## src/rtl/udc_pkg.sv

```systemverilog
// ---------------------------------------------------------------------------
// udc_pkg
// Shared definitions for the up/down count sequencer:
//   - udc_state_e : run-control states (IDLE, RUN_UP, RUN_DOWN, PAUSED)
//   - udc_cmd_e   : command codes carried on the cmd port
//   - DS_*        : direction/state segment patterns
//   - ds_pattern(): maps a state to its segment pattern
// Optional feature macro used by the top: UDC_PINGPONG_EN.
// ---------------------------------------------------------------------------
package udc_pkg;

    typedef enum logic [1:0] {
        ST_IDLE     = 2'd0,
        ST_RUN_UP   = 2'd1,
        ST_RUN_DOWN = 2'd2,
        ST_PAUSED   = 2'd3
    } udc_state_e;

    typedef enum logic [1:0] {
        CMD_UP    = 2'b00,
        CMD_DOWN  = 2'b01,
        CMD_PAUSE = 2'b10,
        CMD_CLEAR = 2'b11
    } udc_cmd_e;

    localparam logic [7:0] DS_IDLE     = 8'b0000_0000;
    localparam logic [7:0] DS_RUN_UP   = 8'b0011_1110;
    localparam logic [7:0] DS_RUN_DOWN = 8'b0011_1101;
    localparam logic [7:0] DS_PAUSED   = 8'b0100_0000;

    function automatic logic [7:0] ds_pattern(input udc_state_e s);
        logic [7:0] p;
        case (s)
            ST_RUN_UP:   p = DS_RUN_UP;
            ST_RUN_DOWN: p = DS_RUN_DOWN;
            ST_PAUSED:   p = DS_PAUSED;
            default:     p = DS_IDLE;
        endcase
        return p;
    endfunction

endpackage

```

## src/rtl/udc_prescaler.sv

```systemverilog
// ---------------------------------------------------------------------------
// udc_prescaler
// Divides clk into count ticks. The counter runs 0..DIV-1 while enabled and
// is held at 0 while disabled or cleared.
// Ports:
//   clk     in  system clock
//   rst     in  synchronous reset, active low
//   i_clr   in  restart the count from 0 on the next edge
//   i_en    in  count enable (asserted in the run states)
//   o_tick  out 1 on the last cycle of each DIV-cycle period while enabled
// ---------------------------------------------------------------------------
module udc_prescaler #(
    parameter int DIV = 4
) (
    input  logic clk,
    input  logic rst,
    input  logic i_clr,
    input  logic i_en,
    output logic o_tick
);

    localparam int CW = (DIV > 1) ? $clog2(DIV) : 1;

    logic [CW-1:0] r_cnt;
    logic          w_last;

    assign w_last = (r_cnt == CW'(DIV - 1));
    assign o_tick = w_last & i_en;

    always_ff @(posedge clk) begin
        if (!rst) begin
            r_cnt <= '0;
        end else if (i_clr || !i_en) begin
            r_cnt <= '0;
        end else if (w_last) begin
            r_cnt <= '0;
        end else begin
            r_cnt <= r_cnt + CW'(1);
        end
    end

endmodule

```

## src/rtl/up_down_count_sequencer.sv

```systemverilog
// ---------------------------------------------------------------------------
// up_down_count_sequencer
// Run-control sequencer for the up/down display counter. Accepts UP, DOWN,
// PAUSE and CLEAR commands, steps the count once per prescaler tick and
// drives the count, a direction segment pattern, a wrap pulse and busy.
//
// Handshake: a command transfers on a posedge where cmd_valid & cmd_ready.
// cmd_ready drops only on tick cycles, so a command that coincides with a
// step waits one cycle and sees the already-stepped count.
//
// Ports:
//   clk        in   system clock
//   rst        in   synchronous reset, active low
//   cmd_valid  in   command present
//   cmd        in   00 UP, 01 DOWN, 10 PAUSE, 11 CLEAR
//   cmd_ready  out  command may be accepted this cycle
//   out        out  current count (registered)
//   DS         out  direction/state segment pattern (registered)
//   sett       out  digit enable, constant 1
//   tc         out  1-cycle pulse after a terminal-count step (registered)
//   busy       out  1 in RUN_UP / RUN_DOWN (combinational from state)
//
// Build option: define UDC_PINGPONG_EN to reverse direction at the terminal
// count instead of wrapping modulo 2^WIDTH.
// ---------------------------------------------------------------------------
module up_down_count_sequencer
    import udc_pkg::*;
#(
    parameter int WIDTH = 4,
    parameter int DIV   = 50_000_000
) (
    input  logic             clk,
    input  logic             rst,
    input  logic             cmd_valid,
    input  logic [1:0]       cmd,
    output logic             cmd_ready,
    output logic [WIDTH-1:0] out,
    output logic [7:0]       DS,
    output logic             sett,
    output logic             tc,
    output logic             busy
);

    udc_state_e       r_state;
    udc_state_e       w_state_next;
    logic             r_dir_down;
    logic             w_dir_next;
    logic [WIDTH-1:0] r_out;
    logic [WIDTH-1:0] w_out_next;
    logic             r_tc;
    logic [7:0]       r_ds;
    logic [7:0]       w_ds_next;
    logic             w_busy;
    logic             w_run;
    logic             w_tick;
    logic             w_accept;
    logic             w_wrap;
    udc_cmd_e         w_cmd;

    assign w_cmd    = udc_cmd_e'(cmd);
    assign w_run    = (r_state == ST_RUN_UP) || (r_state == ST_RUN_DOWN);
    assign w_accept = cmd_valid & ~w_tick;

    // Any accepted command restarts the prescaler, so UP in RUN_UP (or DOWN
    // in RUN_DOWN) lands its next step a full period after acceptance.
    udc_prescaler #(
        .DIV (DIV)
    ) u_prescaler (
        .clk    (clk),
        .rst    (rst),
        .i_clr  (w_accept),
        .i_en   (w_run),
        .o_tick (w_tick)
    );

    // Terminal step: all-ones going up, zero going down.
    assign w_wrap = w_tick & (r_dir_down ? (r_out == '0) : (r_out == '1));

    // ---------------- state register ----------------
    always_ff @(posedge clk) begin
        if (!rst) begin
            r_state    <= ST_IDLE;
            r_dir_down <= 1'b0;
        end else begin
            r_state    <= w_state_next;
            r_dir_down <= w_dir_next;
        end
    end

    // ---------------- next-state logic ----------------
    always_comb begin
        w_state_next = r_state;
        w_dir_next   = r_dir_down;
        if (w_tick) begin
`ifdef UDC_PINGPONG_EN
            if (w_wrap) begin
                w_state_next = r_dir_down ? ST_RUN_UP : ST_RUN_DOWN;
                w_dir_next   = ~r_dir_down;
            end
`endif
        end else if (w_accept) begin
            case (w_cmd)
                CMD_UP: begin
                    w_state_next = ST_RUN_UP;
                    w_dir_next   = 1'b0;
                end
                CMD_DOWN: begin
                    w_state_next = ST_RUN_DOWN;
                    w_dir_next   = 1'b1;
                end
                CMD_PAUSE: begin
                    if (w_run) begin
                        w_state_next = ST_PAUSED;
                    end
                end
                default: begin
                    w_state_next = ST_IDLE;
                    w_dir_next   = 1'b0;
                end
            endcase
        end
    end

    // ---------------- output logic ----------------
    always_comb begin
        w_busy    = (r_state == ST_RUN_UP) || (r_state == ST_RUN_DOWN);
        w_ds_next = ds_pattern(w_state_next);
    end

    // Count datapath: only a tick or CLEAR changes the value.
    always_comb begin
        w_out_next = r_out;
        if (w_tick) begin
`ifdef UDC_PINGPONG_EN
            if (w_wrap) begin
                w_out_next = r_dir_down ? WIDTH'(1) : ('1 - WIDTH'(1));
            end else begin
                w_out_next = r_dir_down ? (r_out - WIDTH'(1)) : (r_out + WIDTH'(1));
            end
`else
            w_out_next = r_dir_down ? (r_out - WIDTH'(1)) : (r_out + WIDTH'(1));
`endif
        end else if (w_accept && (w_cmd == CMD_CLEAR)) begin
            w_out_next = '0;
        end
    end

    always_ff @(posedge clk) begin
        if (!rst) begin
            r_out <= '0;
            r_tc  <= 1'b0;
            r_ds  <= DS_IDLE;
        end else begin
            r_out <= w_out_next;
            r_tc  <= w_wrap;
            r_ds  <= w_ds_next;
        end
    end

    assign cmd_ready = ~w_tick;
    assign out       = r_out;
    assign DS        = r_ds;
    assign sett      = 1'b1;
    assign tc        = r_tc;
    assign busy      = w_busy;

endmodule

```

## config.mk

```make
export PLATFORM = sky130hd
export DESIGN_NAME = up_down_count_sequencer
export DESIGN_NICKNAME = d
export VERILOG_FILES = /design/src/rtl/udc_pkg.sv /design/src/rtl/udc_prescaler.sv /design/src/rtl/up_down_count_sequencer.sv
export SDC_FILE = /design/constraint.sdc
export NUM_CORES = 1
export LEC_CHECK = 0
export BUFFER_PORTS_ARGS = -buffer_cell sky130_fd_sc_hd__clkbuf_2
export CAP_MARGIN = 5
export CELL_PAD_IN_SITES_DETAIL_PLACEMENT = 1
export CELL_PAD_IN_SITES_GLOBAL_PLACEMENT = 1
export CORE_MARGIN = 2
export CORE_UTILIZATION = 40
export DETAILED_ROUTE_END_ITERATION = 6
export PLACE_DENSITY_LB_ADDON = 0.1
export RECOVER_POWER = 50
export SYNTH_ARGS = -nofsm -noshare
export SYNTH_HDL_FRONTEND = slang
export SYNTH_SLANG_ARGS = --single-unit
```

## constraint.sdc

```tcl
create_clock -name clk -period 2.06 [get_ports clk]
set_input_delay 0.412 -clock clk [delete_from_list [all_inputs] [get_ports clk]]
set_output_delay 0.412 -clock clk [all_outputs]
set_load 0.05 [all_outputs]
```

==> impl_results.md <==
- Pin count of the biggest net entering global routing: 27
- 1st-iter DRT viols: 50
- Io pins: 21
- DRT antenna net count: 0
- Half-perimeter wire length after detailed placement: 3.46 mm
- Vias in the first global route: 1650
- Worst Max-Slew Pin Slew: 0.598 ns
- Row count: 25
- Pint: 1.05 mW
- Status: finished, final reports clean
- Final setup violation count: 0
- Net Sw Power: 0.349 mW
- Grt total ovfl: 0
- First-pass GRT wire length: 7.42 mm
- Pwr/cell area: 576 mW/mm^2
- Detailed Route WL: 4.75 mm
- Max Fanout on Critical Path: 3
- Drt drc: 0
- Clock Latency Late Sink: 0.29 ns
- Top cells by area, synth: dfxtp_1 39%, xor2_1 6.7%, nor2_1 6.2%
- R2R setup slack: 0.06 ns
- TritonCTS Buffers: 5
- Slew HR: 60.3%
- Final net count: 272
- Clock power frac: 37.7%
- Hold WS: 0.496 ns
- Routed len/inst: 14.6 um
- IO buf count: 18
- Synth top area share: 39.1%
- Post-synth ARST share: 0%
- DIE AREA: 0.00544 sq mm
- Finished Layout Cells: 326
- Placed cells: 311
- Fillcell total: 570
- CTS tree: done
- CP endpoint kind: register
- Cell chain of the critical path: nor4b_4 > nand4_1 > o21ai_2 > mux2i_2 > buf_4 > ha_4 > nor2b_1
- Synthesized flop and latch total: 38
- Area of the multi-input gates: 0.00116 sq mm
- Width of the die: 73.8 um
- Worst ir drop on vdd: 0.000274 V
- Via density: 4.97
- Initial antenna violation count: 0
- Period utilization: 97.3%
- Cell Area, Synth: 0.00195 sq mm
- CP Class: register to register
- Netlist cell types: 42
- H-Tree Depth: 2
- Storage cell area: 767 sq um
- RSZ-0062 raised after global routing: true
- Main synth FF type: dfxtp_1
- Final Hold Viols: 0
- Sequential area share after synthesis: 39.1%
- Post-Synthesis Cells: 215
- CP required: 2.28 ns
- Root buf cell: clkbuf_8
- Die span in y: 73.8 um
- Logic gate share of total power: 8.9%
- Layout cells sized above 1: 26.3%
- Critical path arrival: 2.22 ns
- Hold_buf cts: 0
- Crit path time final: 2.00 ns
- Critical path launch point type: register
- Area delta synth->final: 24.7%
- Syn_area_per_cell: 9.06 sq um
- Final Core Density: 51.4%
- Min-Delay Path Class: input pin to register
- Critical Path Max Stage Delay: 0.34 ns
- Total power: 1.40 mW
- CP max stage cell: dfxtp_2
- Flop pwr share: 53.3%
- CORE AREA: 0.00472 sq mm
- Antenna diode count: 0
- Reg clk slew, reported paths: 0.07 ns
- Max Clk Rate: 0.499 GHz
- Starting Density: 41.2%
- P_leak: 0.923 nW
- Total GRT Usage: 18.0%
- Max-cap viol count: 0
- Switching Share: 25.0%
- Router iterations before antenna repair: 4
- Via count: 1620
- Slew Limit Fails: 0
- EDFF count, synth: 0
- YS warnings: 0
- Max Root-Sink Buffers: 2
- Post-Syn Nets: 229
- Clk_skew: 0.00917 ns
- Clock sinks: 38
- Area leader, netlist: dfxtp_1
- Gp weighted congestion: 0.796
cells in the final DEF (no fill, tap or decap), types with 4 or more instances in the layout:
cell      count
and3_1        5
nor2_1       31
and4_1        4
clkbuf_8      7
nand4_1       8
nand2_1      16
clkbuf_1     13
nor3_1        4
buf_4        26
dfxtp_1      33
nor2b_1       6
dfxtp_2       5
xnor2_1      10
and2_1        5
clkbuf_2      5
inv_1         5
xor2_1       15
ha_4          4
nand3_1      12
synth_stat cells (2+ instances only):
cell type,count
dfxtp_1,38
nor2_1,32
nand2_1,16
xor2_1,15
nand3_1,12
xnor2_1,10
ha_1,8
nand4_1,8
and2_1,6
buf_4,6
inv_1,6
nor2b_1,6
and3_1,5
and4_1,5
nor3_1,4
a21oi_1,3
and4_2,3
nor4_1,3
buf_6,2
conb_1,2
mux2i_1,2
o21a_1,2
or2_2,2
registers in the layout, indices dropped and copies added (netlist names), named ones only:
name,cells
u_prescaler.r_cnt,26
DS,4
out,4
r_dir_down,1
r_state,1
tc,1
through the flow:
stage	worst slack [ns]	instance area, sq um	TNS, ns
3_5_place_dp	-0.0596	2220	-0.105
5_1_grt	-0.0731	2430	-0.191
2_1_floorplan	0.128	1960	0
6_report	0.0564	2430	0
3_3_place_gp	0.0985	2220	0
4_1_cts	0.0119	2350	0
what timing repair did:
item | in CTS | in global routing
pin swaps | 4 | 6
buffers inserted | 2 | 5
gates resized for setup | 4 | 15
setup endpoints to repair | 3 | 5
path summary, 6_finish.rpt:
| path | startpoint | cells after the start | end |
|---|---|---|---|
| min reg2reg | u_prescaler.r_cnt[23] | 2 | u_prescaler.r_cnt[23] |
| min | rst | 2 | out[0] |
| max reg2reg | u_prescaler.r_cnt[11] | 7 | DS[5] |
| max | u_prescaler.r_cnt[11] | 7 | DS[5] |
worst max-delay path: cells and delay by family, from the launching register on:
family,cells,cell delay (ns)
AO/OA/AOI/OAI,1,0.29
adder cells (fa/ha/maj),1,0.20
buffers and inverters,1,0.18
multiplexers,1,0.31
flip-flops,1,0.34
AND/OR/NAND/NOR,3,0.63
per-layer routing:
layer,vias up,wire [um],GRT usage [%],share of wire [%]
met3,8,125,3.84,2.6
met4,0,78,7.68,1.6
li1,812,-,-,-
met1,773,1960,19.0,41
met5,-,0,0,0
met2,27,2590,33.8,55
layout make-up:
| type | instances | share of cell area (%) |
|---|---|---|
| flip-flops and latches | 38 | 31.6 |
| multi-input cells | 162 | 48.0 |
| clock inverters | 1 | 0.206 |
| well taps | 67 | 3.45 |
| inverters | 6 | 0.927 |
| clock buffers | 7 | 3.55 |
| repair buffers | 45 | 12.3 |
power groups by stage:
stage	Sequential, mW	Clock [mW]	Combinational (mW)
detailed placement	0.763	0	0.110
finish	0.746	0.528	0.125
global placement	0.762	0	0.105
global route	0.747	0.580	0.134
CTS	0.746	0.550	0.115
floorplan	0.774	0	0.0786
kinds of logic (layout without fill, tap and decap cells):
logic type	after synthesis	count (layout)	share of synthesized area, %
XOR/XNOR	25	25	11.2
AO/OA/AOI/OAI	12	12	4.18
other	2	2	0.386
AND/OR/NAND/NOR	112	112	33.1
buffers and inverters	15	59	4.82
flip-flops	38	38	39.1
adder cells (fa/ha/maj)	9	9	6.17
multiplexers	2	2	1.03
Power figures use the tool's default switching activity.
